$ cat src/rtl/irq_prio_ctrl_pkg.sv
// Shared definitions for the registered priority interrupt controller.
//   irq_state_e : handshake FSM states (IDLE / PRESENT / SERVICE)
//   id_width    : width of a channel index (minimum 1 bit)
//   lvl_width   : width of a level index (minimum 1 bit)
package irq_pkg;

  typedef enum logic [1:0] {
    IDLE    = 2'd0,
    PRESENT = 2'd1,
    SERVICE = 2'd2
  } irq_state_e;

  function automatic int id_width(input int num_ch);
    return (num_ch <= 1) ? 1 : $clog2(num_ch);
  endfunction

  function automatic int lvl_width(input int num_lvl);
    return (num_lvl <= 1) ? 1 : $clog2(num_lvl);
  endfunction

endpackage

$ cat src/rtl/irq_prio_ctrl_enc.sv
// prio_enc: lowest-index-first priority encoder.
//   req   in  W   request vector
//   found out 1   any request bit set
//   idx   out IW  index of the lowest set bit (0 when nothing is set)
module prio_enc #(
  parameter int W  = 9,
  parameter int IW = 4
) (
  input  logic [W-1:0]  req,
  output logic          found,
  output logic [IW-1:0] idx
);

  // Scan from the top down so the lowest set index is the last assignment.
  always_comb begin
    found = |req;
    idx   = '0;
    for (int i = W - 1; i >= 0; i--) begin
      if (req[i]) idx = IW'(i);
    end
  end

endmodule

$ cat src/rtl/irq_prio_ctrl.sv
// irq_prio_ctrl: registered priority interrupt controller.
// Captures NUM_LVL x NUM_CH request lines, masks them with a per-channel
// enable, picks one winner (lowest level first, then lowest channel) and
// runs a present / acknowledge / end-of-interrupt handshake with a master.
//
// Ports:
//   clk, rst    clock and synchronous active-high reset
//   irq_req     request lines, bit l*NUM_CH+c = level l, channel c
//   ch_en       per-channel enable, applied at every level
//   irq_ack     master accepts the presented interrupt
//   irq_eoi     master finishes service
//   irq_valid   an interrupt is presented
//   irq_lvl     level of the presented / in-service interrupt
//   irq_id      channel of the presented / in-service interrupt
//   in_service  acknowledged interrupt awaiting EOI
//   lvl_pend    per level: any enabled pending request (registered)
//
// Handshake: irq_valid is the "valid" of a valid/ready pair and irq_ack its
// "ready"; a transfer happens on a clock edge where both are high. While
// valid is high, irq_lvl/irq_id are frozen. Valid may drop without a
// transfer only when the presented request stops being eligible (channel
// disabled or, in level mode, request withdrawn). After a transfer the
// controller stays in service until irq_eoi; there is no preemption.
module irq_prio_ctrl
  import irq_pkg::*;
#(
  parameter int NUM_CH    = 9,
  parameter int NUM_LVL   = 3,
  parameter bit EDGE_MODE = 1'b0
) (
  input  logic                              clk,
  input  logic                              rst,
  input  logic [NUM_LVL*NUM_CH-1:0]         irq_req,
  input  logic [NUM_CH-1:0]                 ch_en,
  input  logic                              irq_ack,
  input  logic                              irq_eoi,
  output logic                              irq_valid,
  output logic [lvl_width(NUM_LVL)-1:0]     irq_lvl,
  output logic [id_width(NUM_CH)-1:0]       irq_id,
  output logic                              in_service,
  output logic [NUM_LVL-1:0]                lvl_pend
);

  localparam int LW = lvl_width(NUM_LVL);
  localparam int IW = id_width(NUM_CH);
  localparam int NB = NUM_LVL * NUM_CH;

  irq_state_e                   state;
  logic [NB-1:0]                req_q;
  logic [NB-1:0]                pend;
  logic [NB-1:0]                elig;
  logic [NB-1:0]                cur_mask;
  logic                         cur_elig;
  logic                         ack_take;
  logic [NUM_LVL-1:0]           lvl_found;
  logic [NUM_LVL-1:0][IW-1:0]   lvl_idx;
  logic                         any_elig;
  logic [LW-1:0]                win_lvl;
  logic [IW-1:0]                win_id;

  // Previous request value; in level mode this is also the pending vector.
  always_ff @(posedge clk) begin
    if (rst) req_q <= '0;
    else     req_q <= irq_req;
  end

  generate
    if (EDGE_MODE) begin : g_edge
      // A fresh rising edge re-arms a bit even in the cycle it is acked.
      always_ff @(posedge clk) begin
        if (rst) pend <= '0;
        else     pend <= (pend & ~(ack_take ? cur_mask : '0)) | (irq_req & ~req_q);
      end
    end else begin : g_level
      assign pend = req_q;
    end
  endgenerate

  always_comb begin
    elig = '0;
    for (int l = 0; l < NUM_LVL; l++) begin
      elig[l*NUM_CH +: NUM_CH] = pend[l*NUM_CH +: NUM_CH] & ch_en;
    end
  end

  // One-hot of the currently latched level/channel, used both to test
  // whether the presented request is still eligible and to clear it on ack.
  always_comb begin
    cur_mask = '0;
    for (int l = 0; l < NUM_LVL; l++) begin
      for (int c = 0; c < NUM_CH; c++) begin
        cur_mask[l*NUM_CH + c] = (irq_lvl == LW'(l)) && (irq_id == IW'(c));
      end
    end
  end

  assign cur_elig = |(elig & cur_mask);
  assign ack_take = (state == PRESENT) && cur_elig && irq_ack;

  generate
    for (genvar l = 0; l < NUM_LVL; l++) begin : g_lvl_enc
      prio_enc #(.W(NUM_CH), .IW(IW)) u_ch_enc (
        .req   (elig[l*NUM_CH +: NUM_CH]),
        .found (lvl_found[l]),
        .idx   (lvl_idx[l])
      );
    end
  endgenerate

  prio_enc #(.W(NUM_LVL), .IW(LW)) u_lvl_enc (
    .req   (lvl_found),
    .found (any_elig),
    .idx   (win_lvl)
  );

  always_comb begin
    win_id = '0;
    for (int l = 0; l < NUM_LVL; l++) begin
      if (win_lvl == LW'(l)) win_id = lvl_idx[l];
    end
  end

  always_ff @(posedge clk) begin
    if (rst) begin
      state    <= IDLE;
      irq_lvl  <= '0;
      irq_id   <= '0;
      lvl_pend <= '0;
    end else begin
      lvl_pend <= lvl_found;
      case (state)
        IDLE: begin
          if (any_elig) begin
            irq_lvl <= win_lvl;
            irq_id  <= win_id;
            state   <= PRESENT;
          end
        end
        PRESENT: begin
          if (!cur_elig)    state <= IDLE;
          else if (irq_ack) state <= SERVICE;
        end
        SERVICE: begin
          if (irq_eoi) state <= IDLE;
        end
        default: state <= IDLE;
      endcase
    end
  end

  assign irq_valid  = (state == PRESENT);
  assign in_service = (state == SERVICE);

endmodule

$ cat config.mk
export PLATFORM = sky130hd
export DESIGN_NAME = irq_prio_ctrl
export DESIGN_NICKNAME = d
export VERILOG_FILES = /design/src/rtl/irq_prio_ctrl_pkg.sv /design/src/rtl/irq_prio_ctrl_enc.sv /design/src/rtl/irq_prio_ctrl.sv
export SDC_FILE = /design/constraint.sdc
export NUM_CORES = 1
export LEC_CHECK = 0
export BUFFER_PORTS_ARGS = -buffer_cell sky130_fd_sc_hd__buf_2
export CORE_AREA = 8 8 124 69
export DETAILED_ROUTE_END_ITERATION = 10
export DIE_AREA = 0 0 132 77
export HOLD_SLACK_MARGIN = 0.02
export SETUP_SLACK_MARGIN = 0.2
export SLEW_MARGIN = 40
export SYNTH_ARGS = -nofsm -noshare
export SYNTH_HDL_FRONTEND = slang
export SYNTH_SLANG_ARGS = --single-unit
$ cat constraint.sdc
create_clock -name clk -period 4.97 [get_ports clk]
set_clock_uncertainty 0.2 [all_clocks]
set_input_delay 0.2485 -clock clk [delete_from_list [all_inputs] [get_ports clk]]
set_output_delay 0.2485 -clock clk [all_outputs]
set_load 0.02 [all_outputs]
==> summary.txt <==
Timing
  • Max Slew Vio Count: 0
  • Worst-margin pin slew: 0.7184 ns
  • Final setup fails: 0
  • Period utilization: 0.4914
  • Hold Slack: 0.04046 ns
  • Setup WS post-layout: 2.528 ns
  • Setup_tns: 0 ns
  • Minimum clock period: 2.442 ns
  • Maximum clock frequency: 409.4 MHz
  • Rel. slew slack: 0.5185
  • Setup repair after global routing missed its margin: no
  • Final Hold Fails: 0

Finish
  • Multi-input gate area: 1096 um^2
  • Layout cells sized above 1: 0.2423
  • Register area: 760.7 um^2
  • Final #Nets: 332
  • ANT cells: 0
  • Syn-to-layout area delta: 35.55%
  • Core Util, Final: 0.3832
  • Filler cells: 696

Placement
  • Pre-CTS setup slack: 2.563 ns
  • Routability cong.: 0.9176
  • Number of port buffers: 50
  • Final HPWL DP: 4963 um

Global route
  • GRT Residual Overflow: 0
  • Largest net degree at the start of global routing: 40
  • First-pass GRT wire length: 10490 um
  • Initial antenna violation count: 0
  • Vias in the first global route: 1955
  • GRT Total Usage: 0.1301

Clock tree
  • CTS max path bufs: 2
  • Hold_buf cts: 25
  • H-tree depth: 2
  • Post-CTS setup buffer count: 0
  • CTS tree: built
  • CTS sink cnt: 38
  • Later-pin clock latency in the skew report: 0.29 ns
  • Clk root buf: clkbuf_16
  • Worst-path clk slew: 0.06 ns
  • TritonCTS Buffers: 5
  • PostCTS Resize Cnt: 0

Pwr
  • Sequential power share: 0.400
  • Combinational cell fraction of total power: 0.201
  • Internal power: 0.6467 mW
  • Clock share of power: 0.400
  • Psw: 0.2624 mW
  • Switch share: 0.2886
  • Max IR drop VDD: 0.1156 mV
  • Leakage power: 1.064 nW
  • Power per Cell Area: 343.4 nW/um^2
  • Power, Total: 0.9091 mW

Synth
  • Synth Area in XOR/XNOR: 0
  • Yosys Warn Count: 0
  • Post-Synthesis Cells: 223
  • Post-synthesis mux area share: 0.01025
  • Register area share after synthesis: 0.3895
  • Synth top area cells: dfxtp_1, nor2b_1, nand2_1
  • Unique masters post-synth: 46
  • FFs w/ async S/R, synth: 0
  • Synth Area in Adders: 0
  • Area leader, netlist: dfxtp_1
  • Largest family of logic cells by synthesized area: simple AND/OR/NAND/NOR gates
  • Top cell type's share of synthesized area: 0.3895
  • EDFF count, synth: 0
  • Syn_area_per_cell: 8.758 um^2
  • Syn Nets: 263
  • Top_reg_cell synth: dfxtp_1
  • Synthesized cell area: 1953 um^2
  • Compound-Gate Fraction of Synth Area: 0.2338
  • Register bit total from synthesis: 38
  • Synth Area in Simple Gates: 0.3171

Floorplan
  • DIE AREA: 10160 um^2
  • Num rows: 22
  • I/O pin cnt: 51
  • Initial core utilization: 0.2827
  • Core Region: 6909 um^2
  • Die height: 77 um
  • Die Width: 132 um

Worst setup path
  • Critical Path AT: 2.47 ns
  • Critical path class: flop to flop
  • Startpoint types: flop
  • Critical R2R Launch: irq_id[2]
  • Worst Path Required: 5.00 ns
  • Worst R2R Path Depth: 6
  • CP max FO: 21
  • R2R Path End: state[1]
  • Crit. End Element: flop
  • Reg2Reg Setup Slack: 2.53 ns

Detailed routing
  • # DRC: 0
  • Total Wirelength: 6490 um
  • DR vias: 1945
  • 1st-iter DRT viols: 187
  • Average vias per placed instance: 5.000
  • First-pass iteration count of the detailed router: 6
  • WL per Instance: 16.68 um
  • Antenna Nets Post-Route: 0

Worst hold path
  • Worst Hold Launch: irq_req[26]
  • Hold path endpoint: pend[26]
  • Hold path cells: 2
  • Hold Path Class: primary input to flop

Outcome
  • Run status: finished clean

Job
  • Max-Cap Viols: 0
==> placed cells by master (no fill, tap or decap), drive strengths merged, types with 4 or more instances in the layout <==
| cell type | count |
|---|---|
| a21oi | 5 |
| a22o | 6 |
| a22oi | 12 |
| buf | 50 |
| clkbuf | 5 |
| dfxtp | 38 |
| dlygate4sd3 | 25 |
| nand2 | 31 |
| nand3 | 13 |
| nor2 | 15 |
| nor2b | 29 |
| nor3 | 4 |
| o211ai | 6 |
| o21ai | 10 |
| o22ai | 5 |
==> critical path: stages (launching register included) <==
cell	delay (ns)
dfxtp_1	0.68
or4bb_1	0.61
o22ai_1	0.19
nor3_1	0.06
a22o_1	0.26
o21ai_1	0.21
a22o_1	0.18
==> sequential cells by signal, summed over array words and instances, names as in the netlist <==
signal    cells
irq_id        4
lvl_pend      3
irq_lvl       2
pend         27
state         2
==> worst max-delay path by stage <==
stage | start | to | slack [ns] | cells past startpoint
2_1_floorplan | irq_id[2] | state[0] | 2.95 | 7
3_3_place_gp | irq_id[2] | state[1] | 2.62 | 6
3_5_place_dp | irq_id[2] | state[1] | 2.56 | 6
4_1_cts | irq_id[2] | state[1] | 2.55 | 6
5_1_grt | irq_id[2] | state[1] | 2.35 | 6
6_report | irq_id[2] | state[1] | 2.53 | 6
==> layout make-up <==
type / instances / share of cell area
flip-flops and latches: 38 / 0.2873
repair buffers: 75 / 0.1890
multi-input cells: 172 / 0.4140
well taps: 96 / 0.04537
clock inverters: 3 / 0.01701
clock buffers: 5 / 0.04726
==> cell families after synthesis <==
family / after synthesis
mux: 2
compound gates: 58
buf+inv: 13
flops: 38
simple gates: 112
==> cells in the mapped netlist (all sizes together), types with 3 or more instances <==
master  instances
dfxtp          38
nand2          31
nor2b          29
nor2           15
nand3          13
a22oi          12
o21ai          10
buf             7
a22o            6
clkbuf          6
o211ai          6
a21oi           5
o22ai           5
nor3            4
a32o            3
and4            3
nand4           3
nand4b          3
==> stage by stage <==
step,std cells,cell area [um^2]
floorplan,223,1953
global placement,356,2227
detailed placement,356,2227
CTS,389,2648
global route,389,2648
finish,389,2648
==> layer usage <==
layer / vias up / track usage / routed length [um]
li1: 965 / - / -
met1: 894 / 0.2004 / 3524
met2: 83 / 0.1529 / 2218
met3: 3 / 0.05592 / 720
met4: 0 / 0.02730 / 27
met5: - / 0 / 0
==> power groups by stage <==
stage	clock [mW]	sequential, mW	combinational, mW
6_report	0.363	0.363	0.182
3_3_place_gp	0	0.369	0.165
5_1_grt	0.382	0.368	0.200
3_5_place_dp	0	0.369	0.165
4_1_cts	0.372	0.362	0.181
2_1_floorplan	0	0.362	0.117
Note: power is estimated with default switching activity, not from simulation.
